## src/rtl/latch_write_ctrl_pkg.sv

```systemverilog
// Shared definitions for the latch write controller: FSM encodings and
// timing-parameter helpers used at elaboration.
package latch_write_ctrl_pkg;

  typedef enum logic [2:0] {
    ST_IDLE  = 3'd0,
    ST_SETUP = 3'd1,
    ST_OPEN  = 3'd2,
    ST_HOLD  = 3'd3,
    ST_CHECK = 3'd4
  } state_e;

  function automatic int max3(input int a, input int b, input int c);
    int m;
    m = (a > b) ? a : b;
    return (m > c) ? m : c;
  endfunction

  // Every phase needs at least one cycle, otherwise the down-counter load of N-1 underflows.
  function automatic bit timing_ok(input int s, input int p, input int h);
    return (s >= 1) && (p >= 1) && (h >= 1);
  endfunction

endpackage

```

## src/rtl/latch_write_ctrl_phase_counter.sv

```systemverilog
// Loadable down-counter with a zero flag; times each write phase.
module phase_counter #(
  parameter int W = 2
) (
  input  logic         clk,
  input  logic         rst,
  input  logic         load,
  input  logic [W-1:0] load_val,
  input  logic         dec,
  output logic         zero
);

  logic [W-1:0] cnt_q, cnt_d;

  always_comb begin
    cnt_d = cnt_q;
    if (load)
      cnt_d = load_val;
    else if (dec && (cnt_q != '0))
      cnt_d = cnt_q - 1'b1;
  end

  always_ff @(posedge clk) begin
    if (rst) cnt_q <= '0;
    else     cnt_q <= cnt_d;
  end

  assign zero = (cnt_q == '0);

endmodule

```

## src/rtl/latch_write_ctrl.sv

```systemverilog
// Write-side controller for a level-sensitive latch bank: drives d/en with a
// setup/pulse/hold window, then reads q back and flags a mismatch.
module latch_write_ctrl
  import latch_write_ctrl_pkg::*;
#(
  parameter int WIDTH     = 8,
  parameter int SETUP_CYC = 1,
  parameter int PULSE_CYC = 2,
  parameter int HOLD_CYC  = 1
) (
  input  logic             clk,
  input  logic             rst,
  input  logic             in_valid,
  output logic             in_ready,
  input  logic [WIDTH-1:0] in_data,
  output logic [WIDTH-1:0] d,
  output logic             en,
  input  logic [WIDTH-1:0] q,
  output logic             done,
  output logic             err
);

  localparam int CNT_W = $clog2(max3(SETUP_CYC, PULSE_CYC, HOLD_CYC) + 1);
  localparam logic [CNT_W-1:0] SETUP_LD = CNT_W'(SETUP_CYC - 1);
  localparam logic [CNT_W-1:0] PULSE_LD = CNT_W'(PULSE_CYC - 1);
  localparam logic [CNT_W-1:0] HOLD_LD  = CNT_W'(HOLD_CYC - 1);

  generate
    if (!timing_ok(SETUP_CYC, PULSE_CYC, HOLD_CYC)) begin : g_bad_timing
      $error("latch_write_ctrl: SETUP_CYC, PULSE_CYC and HOLD_CYC must all be >= 1");
    end
  endgenerate

  state_e           state_q, state_d;
  logic [WIDTH-1:0] d_q, d_d;
  logic             en_q, en_d;
  logic             done_q, done_d;
  logic             err_q, err_d;

  logic             cnt_load, cnt_dec, cnt_zero;
  logic [CNT_W-1:0] cnt_ld_val;

  phase_counter #(.W(CNT_W)) u_phase_counter (
    .clk      (clk),
    .rst      (rst),
    .load     (cnt_load),
    .load_val (cnt_ld_val),
    .dec      (cnt_dec),
    .zero     (cnt_zero)
  );

  assign in_ready = (state_q == ST_IDLE) & ~rst;

  always_comb begin
    state_d    = state_q;
    d_d        = d_q;
    en_d       = en_q;
    done_d     = 1'b0;
    err_d      = err_q;
    cnt_load   = 1'b0;
    cnt_dec    = 1'b0;
    cnt_ld_val = '0;
    case (state_q)
      ST_IDLE: begin
        if (in_valid && in_ready) begin
          d_d        = in_data;
          err_d      = 1'b0;
          cnt_load   = 1'b1;
          cnt_ld_val = SETUP_LD;
          state_d    = ST_SETUP;
        end
      end
      ST_SETUP: begin
        if (cnt_zero) begin
          en_d       = 1'b1;
          cnt_load   = 1'b1;
          cnt_ld_val = PULSE_LD;
          state_d    = ST_OPEN;
        end else begin
          cnt_dec = 1'b1;
        end
      end
      ST_OPEN: begin
        if (cnt_zero) begin
          en_d       = 1'b0;
          cnt_load   = 1'b1;
          cnt_ld_val = HOLD_LD;
          state_d    = ST_HOLD;
        end else begin
          cnt_dec = 1'b1;
        end
      end
      ST_HOLD: begin
        if (cnt_zero) state_d = ST_CHECK;
        else          cnt_dec = 1'b1;
      end
      ST_CHECK: begin
        // q has been stable for HOLD_CYC cycles by now; this is the only sample point.
        err_d   = (q != d_q);
        done_d  = 1'b1;
        state_d = ST_IDLE;
      end
      default: begin
        en_d    = 1'b0;
        state_d = ST_IDLE;
      end
    endcase
  end

  always_ff @(posedge clk) begin
    if (rst) begin
      state_q <= ST_IDLE;
      d_q     <= '0;
      en_q    <= 1'b0;
      done_q  <= 1'b0;
      err_q   <= 1'b0;
    end else begin
      state_q <= state_d;
      d_q     <= d_d;
      en_q    <= en_d;
      done_q  <= done_d;
      err_q   <= err_d;
    end
  end

  assign d    = d_q;
  assign en   = en_q;
  assign done = done_q;
  assign err  = err_q;

endmodule

```

## config.mk

```make
export PLATFORM = sky130hd
export DESIGN_NAME = latch_write_ctrl
export DESIGN_NICKNAME = d
export VERILOG_FILES = /design/src/rtl/latch_write_ctrl_pkg.sv /design/src/rtl/latch_write_ctrl_phase_counter.sv /design/src/rtl/latch_write_ctrl.sv
export SDC_FILE = /design/constraint.sdc
export NUM_CORES = 1
export LEC_CHECK = 0
export BUFFER_PORTS_ARGS = -buffer_cell sky130_fd_sc_hd__buf_2
export CAP_MARGIN = 15
export CORE_MARGIN = 2
export CORE_UTILIZATION = 42
export CTS_CLUSTER_DIAMETER = 80
export DETAILED_ROUTE_END_ITERATION = 6
export PLACE_DENSITY = 0.72
export SYNTH_ARGS = -nofsm -noshare
export SYNTH_HDL_FRONTEND = slang
export SYNTH_SLANG_ARGS = --single-unit
export TNS_END_PERCENT = 1
```

## constraint.sdc

```tcl
create_clock -name clk -period 1.5 [get_ports clk]
set_clock_uncertainty 0.05 [all_clocks]
set_input_delay 0.075 -clock clk [delete_from_list [all_inputs] [get_ports clk]]
set_output_delay 0.075 -clock clk [all_outputs]
set_load 0.02 [all_outputs]
```

==> results.md, run 1 <==
- Worst reg2reg path depth: 6
- Worst setup margin: 0.05114 ns
- Worst Hold End: state_q[1]
- Residual DRC: 0
- Hold Fails Final Rpt: 0
- Critical Path Source: u_phase_counter.cnt_q[0]
- Post-synthesis net count: 113
- Die area: 0.002265 mm²
- Worst-skew pair later-pin latency: 0.30 ns
- CTS sink cnt: 16
- Hold Crit Class: in -> reg
- Hold path start: rst
- Slew Limit Fails: 0
- Tot GR Track Use: 19.85%
- RSZ-0062 raised after global routing: false
- CTS tree: yes
- Root Buffer: clkbuf_4
- Port bufs: 30
- Critical path class: reg -> reg
- Commonest cells after routing, fill and taps aside: buf_2 (30), nand2_1 (20), dfxtp_1 (12)
- Antenna diode count: 0
- Fmax achieved: 690.2 MHz
- Post-synth EDFFs: 0
- Worst Setup Slack post-DPL: 0.01079 ns
- Post-CTS setup repair buffer count: 0
- CP arrival: 1.59 ns
- Met2 Usage GRT: 34.59%
- Initial DRC Count: 6
- Initial Utilization: 45.25%
- Clock Pin Slew Worst Setup and Hold Paths: 0.10 ns
- IO Count: 31
- Cell area after synthesis: 798.3 µm²
- Worst slew pin tran: 0.3388 ns
- Tot Pwr: 1.153 mW
- DR vias/cell: 4.730
- Synth Flop Type: dfxtp_1
- Max VDD drop: 0.7575 mV
- Post-synthesis sequential area ratio: 40.13%
- Total Routed Length: 1964 µm
- DR pass1 iterations: 3
- Synth unique cells: 30
- WL per Instance: 12.35 µm
- Critical path peak fanout: 3
- Slew Limit Headroom: 77.33%
- Num CTS Buffers: 3
- ANT nets after route: 0
- Gp weighted congestion: 0.7889
- Layout Area Growth over Synthesis: 40.60%
- Power Dens Cells: 1028 mW/mm²
- Die Span Y: 47.60 µm
- Met3 usage: 3.396%
- Critical path capture point type: flop
- Avg Inst Size Synth: 8.584 µm²
- Synth warn: 0
- Max Cap Viol: 0
- Reg2reg end: u_phase_counter.cnt_q[1]
- GR peak layer: met2
- Die X-Extent: 47.60 µm
- Vias in the first global route: 740
- Leakage: 0.5278 nW
- Global-route wire length before repair: 3098 µm
- Dpl hpwl: 1432 µm
- Asr flop ratio synth: 0%
- # setup viols final: 0
- Final Cycle Share: 96.59%
- R2r setup slk: 0.05 ns
- Post-synthesis cell count: 93
- Grt total ovfl: 0
- Final critical path time including I/O delays and setup: 1.449 ns
- Initial antenna violation count: 0
- Core area: 0.001764 mm²
- Synth Register Bits: 16
- Routed via count: 752
- Crit path required time: 1.64 ns
- Commonest non-fill, non-tap cell in the layout: buf_2
- R2R Path Start: u_phase_counter.cnt_q[0]
- # nets final: 155
- Largest net degree at the start of global routing: 11
- Hold path depth: 2
- Met1 Track Usage GR: 24.09%
- Clk buf depth: 2
- Row cnt: 15
- Share of layout cells above drive strength 1: 37.31%
- H-tree depth: 1
- Startpoint types: flop
- Status: finished, final reports clean
## cell usage after synthesis (2+ instances only)
cell type	instances	share of area (%)
a211oi_1	3	2.8
a21oi_1	3	1.9
buf_2	2	1.3
dfxtp_1	16	40
inv_1	5	2.4
nand2_1	21	9.9
nand2b_1	2	1.6
nand3_1	2	1.3
nand3b_1	8	7.5
nor2_1	4	1.9
nor3_1	2	1.3
xnor2_1	3	3.3
xor2_1	5	5.5
## state kept, by name (all words and copies together), names as in the netlist
signal	flops
d	8
done	1
en	1
err	1
state_q	3
u_phase_counter.cnt_q	2
## what timing repair did
| action | 4_1_cts | 5_1_grt |
|---|---|---|
| gates cloned | 0 | 0 |
| resized for setup | 2 | 5 |
| pin swaps | 0 | 1 |
| hold buffers | 8 | 0 |
| setup endpoints to repair | 1 | 4 |
| endpoints found under the hold margin | 8 | 0 |
## cell families (layout without fill, tap and decap cells)
logic type / Yosys count / in the layout / synth area share (%)
buffers and inverters: 10 / 51 / 6.426
xor gates and xnor gates: 8 / 8 / 8.778
AOI/OAI and AO/OA: 12 / 12 / 11.91
muxes: 1 / 1 / 1.880
adders and majority gates: 1 / 1 / 1.567
DFF: 16 / 16 / 40.13
and+or+nand+nor: 45 / 45 / 29.31
## critical path, stage by stage (launching register included)
cell and delay, ns:
dfxtp_2 0.34, inv_1 0.07, ha_4 0.17, mux2_4 0.25
nand2_2 0.08, a21oi_2 0.06, a2111oi_2 0.31
## cell type report
cell class / instances / area (µm²)
Fill cell: 167 / 641.9
Multi-Input combinational cell: 67 / 450.4
Sequential cell: 16 / 325.3
Timing Repair Buffer: 42 / 260.3
Clock buffer: 4 / 36.28
Tap cell: 25 / 31.28
Inverter: 5 / 18.77
## per-stage QoR
stage / setup TNS (ns) / utilization, % / std cells / hold WS, ns / instance area, µm²
2_1_floorplan: -0.02442 / - / 93 / 0.09386 / 807.0
3_3_place_gp: 0 / 55.89 / 147 / 0.2086 / 985.9
3_5_place_dp: 0 / 55.89 / 147 / 0.2139 / 985.9
4_1_cts: 0 / 62.70 / 159 / 0.03763 / 1106
5_1_grt: 0 / 63.62 / 159 / 0.02773 / 1122
6_report: 0 / 63.62 / 159 / 0.03963 / 1122
## layer usage
| layer | part of all wire [%] | wire (µm) |
|---|---|---|
| met5 | 0 | 0 |
| met4 | 1.6 | 32 |
| met3 | 3.2 | 63 |
| met2 | 53 | 1035 |
| met1 | 42 | 833 |
## power breakdown
group / switching, mW / internal [mW]
sequential: 0.0459 / 0.470
clock: 0.147 / 0.148
combinational: 0.179 / 0.163
## worst max-delay path by stage
stage                          endpoint  slack, ns  cells past startpoint
4_1_cts        u_phase_counter.cnt_q[1]       0.04                      6
3_5_place_dp   u_phase_counter.cnt_q[1]       0.01                      6
3_3_place_gp   u_phase_counter.cnt_q[1]       0.06                      6
6_report       u_phase_counter.cnt_q[1]       0.05                      6
2_1_floorplan  u_phase_counter.cnt_q[1]      -0.02                      7
5_1_grt        u_phase_counter.cnt_q[1]      0.009                      6
(Power assumes the default switching activity.)
==> inputs of run 2 (changes only) <==
Settings changed: CORE_UTILIZATION 42 to 46, GPL_TIMING_DRIVEN from default to 0, PLACE_DENSITY 0.72 to 0.75.
Clock period 1.5 ns to 1.6 ns, I/O delays scaled along.
==> run 2 against run 1 <==
Net effect:
- wire length fell by 2.0%
- die area fell by 8.0%
- clock power fell by 9.5%
- register-to-register slack improved by 0.04 ns
- first-iteration DRC count fell by 17%
- power fell by 7.9%
- sequential share of layout area rose by 0.42 points
- global-route usage fell by 1.5 points
- flip-flop and latch count did not move
- sequential power fell by 7.8%
- largest cell class unchanged
==> results.md, run 2 (synthesis results as in run 1) <==
- Status: finished, final reports clean
- CTS sink cnt: 16 (unchanged)
- Vias in the first global route: 669 (-9.6%)
- Critical path capture point type: flop
- Sequential Area: 321.6 µm² (-1.2%)
- CP max stage delay: 0.34 ns (about the same)
- Initial Utilization: 47.79% (+2.5 points)
- Worst slew pin tran: 0.4404 ns (+0.1016 ns)
- ANT nets after route: 0 (unchanged)
- Routed via count: 769 (+2.3%)
- Die area: 0.002084 mm² (-8.0%)
- Ordered list of cells on the worst path: inv_1 > ha_2 > mux2_4 > nand2_2 > a21oi_2 > a2111oi_2
- Num CTS Buffers: 3 (unchanged)
- Antenna diode count: 0 (unchanged)
- Worst-skew pair later-pin latency: 0.29 ns (about the same)
- Startpoint types: flop
- Fmax achieved: 660.9 MHz (-4.2%)
- DR pass1 iterations: 4 (+1)
- Commonest non-fill, non-tap cell in the layout: buf_2
- Stages on worst setup path: 6 (unchanged)
- Residual DRC: 0 (unchanged)
- Max VDD drop: 0.6919 mV (-8.7%)
- Layout Area Growth over Synthesis: 36.99%
- Top cell family by delay on the critical path: compound AO/OA/AOI/OAI gates
- Slew Limit Fails: 0 (unchanged)
- Share of layout cells above drive strength 1: 33.58% (-3.7 points)
- Core area: 0.001670 mm² (-5.3%)
- Fill cells: 135 (-19%)
- CP arrival: 1.65 ns (+0.06 ns)
- Util after Layout: 65.47% (+1.9 points)
- IO Count: 31 (unchanged)
- Worst reg2reg path depth: 6 (unchanged)
- WL per Instance: 12.74 µm (+3.2%)
- RSZ-0062 raised after global routing: false
- # setup viols final: 0 (unchanged)
- Crit path required time: 1.74 ns (+0.10 ns)
- Commonest cells after routing, fill and taps aside: buf_2 (31), nand2_1 (21), dfxtp_1 (15)
- Die Span Y: 45.66 µm (-4.1%)
- Clock Pin Slew Worst Setup and Hold Paths: 0.08 ns (-0.02 ns)
- Inst Count DP: 140 (-4.8%)
- Leakage: 0.5227 nW (-0.97%)
- Critical path class: reg -> reg
- Initial DRC Count: 5 (-1)
- Critical Path Source: u_phase_counter.cnt_q[0]
- Port bufs: 30 (unchanged)
- Hold Crit Class: in -> reg
- Clk buf depth: 2 (unchanged)
- Slew Limit Headroom: 70.64% (-6.7 points)
- Gp weighted congestion: 0.7360 (-6.7%)
- Critical path peak fanout: 8 (+5)
- CP max stage cell: dfxtp_2
- Root Buffer: clkbuf_4
- Final Cycle Share: 94.56% (-2.0 points)
- Dpl hpwl: 1258 µm (-12%)
- Row cnt: 15 (unchanged)
- # nets final: 155 (unchanged)
- DR vias/cell: 5.093 (+7.7%)
- Area of the multi-input gates: 437.9 µm² (-2.8%)
- Hold Fails Final Rpt: 0 (unchanged)
- Tot GR Track Use: 18.38% (-1.5 points)
- Initial antenna violation count: 0 (unchanged)
- Grt total ovfl: 0 (unchanged)
- Total Routed Length: 1924 µm (-2.0%)
- R2R Path Start: u_phase_counter.cnt_q[0]
- CTS tree: yes
- Power Dens Cells: 970.7 mW/mm² (-5.5%)
- Post-CTS setup repair buffer count: 0 (unchanged)
- Tot Pwr: 1.062 mW (-7.9%)
- CP bufs+invs: 1 (unchanged)
- Max Cap Viol: 0 (unchanged)
- Reg2reg end: u_phase_counter.cnt_q[1]
- Max FFs per register: 8 (unchanged)
- Final critical path time including I/O delays and setup: 1.513 ns (+0.06415 ns)
- Largest net degree at the start of global routing: 11 (unchanged)
- Fin cells: 151 (-5.0%)
- Die X-Extent: 45.66 µm (-4.1%)
- Global-route wire length before repair: 2739 µm (-12%)
- H-tree depth: 1 (unchanged)
- WHS: 0.04054 ns (+0.0009165 ns)
- R2r setup slk: 0.09 ns (+0.04 ns)
- Worst setup endpoint: u_phase_counter.cnt_q[1]
==> run 2: cell count changes in the layout (fill, tap and decap cells not counted), sizes merged <==
cell | before | now
clkbuf | 4 | 5
buf | 34 | 33
==> run 2: cell type report <==
| cell class | count | area share [%] |
|---|---|---|
| Timing Repair Buffer | 38 | 21.05 |
| Inverter | 5 | 1.716 |
| Sequential cell | 16 | 29.40 |
| Buffer | 4 | 2.517 |
| Multi-Input combinational cell | 67 | 40.05 |
| Tap cell | 17 | 1.945 |
| Clock buffer | 4 | 3.318 |
==> run 2: worst min path at each step <==
stage | slack [ns] | from | depth (start not counted) | to
global placement | 0.21 | in_data[5] | 3 | d[5]
finish | 0.04 | rst | 2 | u_phase_counter.cnt_q[1]
floorplan | 0.1 | rst | 1 | u_phase_counter.cnt_q[1]
detailed placement | 0.22 | in_data[5] | 3 | d[5]
CTS | 0.03 | rst | 2 | u_phase_counter.cnt_q[1]
global route | 0.04 | rst | 2 | u_phase_counter.cnt_q[1]
==> run 2: metrics by stage <==
step | setup slack (ns) | TNS, ns | cell area, µm²
floorplan | 0.07558 | 0 | 807.0
global placement | 0.01003 | 0 | 978.4
detailed placement | -0.02746 | -0.02746 | 978.4
CTS | 0.008242 | 0 | 1091
global route | 0.01657 | 0 | 1094
finish | 0.08700 | 0 | 1094
==> run 2: per-layer routing <==
metal	wire length, µm	up-vias	GRT usage (%)
li1	-	395	-
met1	891	350	23.30
met2	936	19	29.58
met3	60	5	2.381
met4	36	0	10.59
met5	0	-	0
==> run 2: worst register-to-register path: stages, from the launching register on <==
cell	delay (ns)
dfxtp_2	0.34
inv_1	0.05
ha_2	0.23
mux2_4	0.27
nand2_2	0.10
a21oi_2	0.07
a2111oi_2	0.31
==> run 2: report_power, final <==
part	leakage, nW	internal [mW]	switching (mW)	total [mW]
clock network	0.0210	0.139	0.129	0.267
registers	0.131	0.439	0.0369	0.476
logic	0.370	0.146	0.173	0.319
==> run 2: what timing repair did <==
action,4_1_cts,5_1_grt
gates resized for setup,1,1
endpoints found under the setup margin,1,1
pin swaps,0,0
hold endpoints to repair,8,0
hold buffers,8,0
==> inputs of run 3 (changes only) <==
Settings changed: GPL_TIMING_DRIVEN 0 to default.
==> run 3 against run 2 <==
Net effect:
- register-to-register slack about the same
- sequential share of layout area up 0.47 points
- power decreased by 0.61%
- wire length is 4.0% lower
- first-iteration DRC count grew to 3.8 times the previous value
- largest cell class unchanged
- largest power group unchanged
- highest routed layer unchanged
==> results.md, run 3 (synthesis results as in run 1) <==
- CTS tree: yes
- DR WL met3: 97 µm (+62%)
- Placement Cell Area: 953.4 µm² (-2.6%)
- Critical path peak fanout: 3 (-5)
- Final critical path time including I/O delays and setup: 1.518 ns (+0.005003 ns)
- Port bufs: 30 (unchanged)
- Commonest cells after routing, fill and taps aside: buf_2 (30), nand2_1 (21), dfxtp_1 (16)
- Largest net degree at the start of global routing: 19 (+8)
- Met2 WL: 927 µm (-0.96%)
- Global-route wire length before repair: 3056 µm (+12%)
- Worst-skew pair later-pin latency: 0.29 ns (about the same)
- Fmax achieved: 658.8 MHz (-0.33%)
- Num CTS Buffers: 3 (unchanged)
- H-tree depth: 1 (unchanged)
- Pint: 717.2 µW (-0.84%)
- Leakage: 0.5086 nW (-2.7%)
- Startpoint types: flop
- CP max stage delay: 0.35 ns (about the same)
- CTS sink cnt: 16 (unchanged)
- Routed via count: 782 (+1.7%)
- Residual DRC: 0 (unchanged)
- R2R Path Start: u_phase_counter.cnt_q[0]
- CP arrival: 1.66 ns (about the same)
- Core area: 0.001670 mm² (unchanged)
- Die area: 0.002084 mm² (unchanged)
- Clk network pwr share: 25.8% (+0.6 points)
- Top sig layer: met4
- Wl on met1: 800 µm (-10%)
- Crit path required time: 1.74 ns (about the same)
- IO Count: 31 (unchanged)
- RSZ-0062 raised after global routing: false
- Switching share of power: 32.03% (+0.16 points)
- CP bufs+invs: 1 (unchanged)
- Flop pwr share: 45.7% (+0.9 points)
- Reg2reg end: u_phase_counter.cnt_q[1]
- # nets final: 152 (-1.9%)
- Fin cells: 148 (-2.0%)
- Commonest non-fill, non-tap cell in the layout: buf_2
- Worst slew pin tran: 0.4257 ns (-0.01470 ns)
- Clock Pin Slew Worst Setup and Hold Paths: 0.10 ns (+0.02 ns)
- NetSw: 337.9 µW (-0.11%)
- Top cell family by delay on the critical path: compound AO/OA/AOI/OAI gates
- Critical path capture point type: flop
- Combinational share of power: 28.5% (-1.5 points)
- Power Dens Cells: 984.0 mW/mm² (+1.4%)
- Inst Count DP: 136 (-2.9%)
- Max VDD drop: 0.4599 mV (-34%)
- Die X-Extent: 45.66 µm (unchanged)
- WHS: 0.09455 ns (+0.05400 ns)
- Row cnt: 15 (unchanged)
- Hold Crit Class: in -> reg
- Initial Utilization: 47.79% (unchanged)
- Hold Fails Final Rpt: 0 (unchanged)
- Final instance area: 0.001072 mm² (-1.9%)
- Max FFs per register: 8 (unchanged)
- Max Cap Viol: 0 (unchanged)
- # setup viols final: 0 (unchanged)
- Slew Limit Headroom: 71.58% (+0.94 points)
- Critical Path Source: u_phase_counter.cnt_q[0]
- ANT nets after route: 0 (unchanged)
- Initial antenna violation count: 0 (unchanged)
- Share of layout cells above drive strength 1: 32.06% (-1.5 points)
- Slew Limit Fails: 0 (unchanged)
- Worst reg2reg path depth: 6 (unchanged)
- DR pass1 iterations: 4 (unchanged)
- Critical path class: reg -> reg
- Clk buf depth: 2 (unchanged)
- Gp weighted congestion: 0.7390 (+0.41%)
- Root Buffer: clkbuf_4
- Die Span Y: 45.66 µm (unchanged)
- Tot GR Track Use: 20.33% (+1.9 points)
- Total Routed Length: 1847 µm (-4.0%)
- Stages on worst setup path: 6 (unchanged)
- WL per Instance: 12.48 µm (-2.1%)
- Ordered list of cells on the worst path: inv_1 > ha_2 > mux2_4 > nand2_2 > a21oi_2 > a2111oi_2
- R2r setup slk: 0.08 ns (about the same)
- Layout Area Growth over Synthesis: 34.33%
- Initial DRC Count: 19 (+14)
- Status: finished, final reports clean
- Worst setup endpoint: u_phase_counter.cnt_q[1]
- Vias in the first global route: 720 (+7.6%)
- DR vias/cell: 5.284 (+3.8%)
- Final Cycle Share: 94.88% (+0.31 points)
- Antenna diode count: 0 (unchanged)
- Dpl hpwl: 1303 µm (+3.6%)
- CP max stage cell: dfxtp_1
- Grt total ovfl: 0 (unchanged)
- TNS Setup: 0 ns (unchanged)
[run 3: worst min-delay path by stage]
stage	cells after the start	startpoint	end
floorplan	1	rst	u_phase_counter.cnt_q[1]
global placement	3	in_data[5]	d[5]
detailed placement	3	in_data[3]	d[3]
CTS	4	q[5]	err
global route	4	q[5]	err
finish	4	q[5]	err
[run 3: tightest hold or removal path, cell delays in order]
cell and delay (ns):
buf_2 0.08, xnor2_1 0.05, nand4_1 0.08, o31a_1 0.11
[run 3: power groups by stage]
stage	sequential [mW]	clock (mW)	combinational, mW
2_1_floorplan	0.511	0	0.179
3_3_place_gp	0.489	0	0.275
3_5_place_dp	0.491	0	0.283
4_1_cts	0.482	0.275	0.299
5_1_grt	0.487	0.286	0.336
6_report	0.483	0.272	0.301
[run 3: metrics by stage]
stage	utilization, %	setup WS [ns]	power (mW)
finish	64.19	0.08199	1.055
global route	64.19	0.02486	1.110
CTS	64.04	0.03848	1.056
detailed placement	57.08	0.06014	0.7741
global placement	57.08	0.1339	0.7638
floorplan	-	0.07558	0.6904
[run 3: metal layers]
layer,vias to the layer above,track usage [%]
li1,390,-
met1,362,24.70
met2,26,33.52
met3,4,5.159
met4,0,8.824
met5,-,0
[run 3: timing repair]
item,in CTS,in global routing
hold buffers,8,0
hold endpoints to repair,8,0
gates resized for setup,0,1
endpoints found under the setup margin,0,1
buffers inserted,0,0
[run 3: layout make-up]
type	instances	area (µm²)
tap	17	21.27
clock buffer	4	36.28
sequential	16	320.3
multi-input combinational	67	437.9
inverter	5	18.77
timing repair buffer	39	237.7
fill	135	598.1
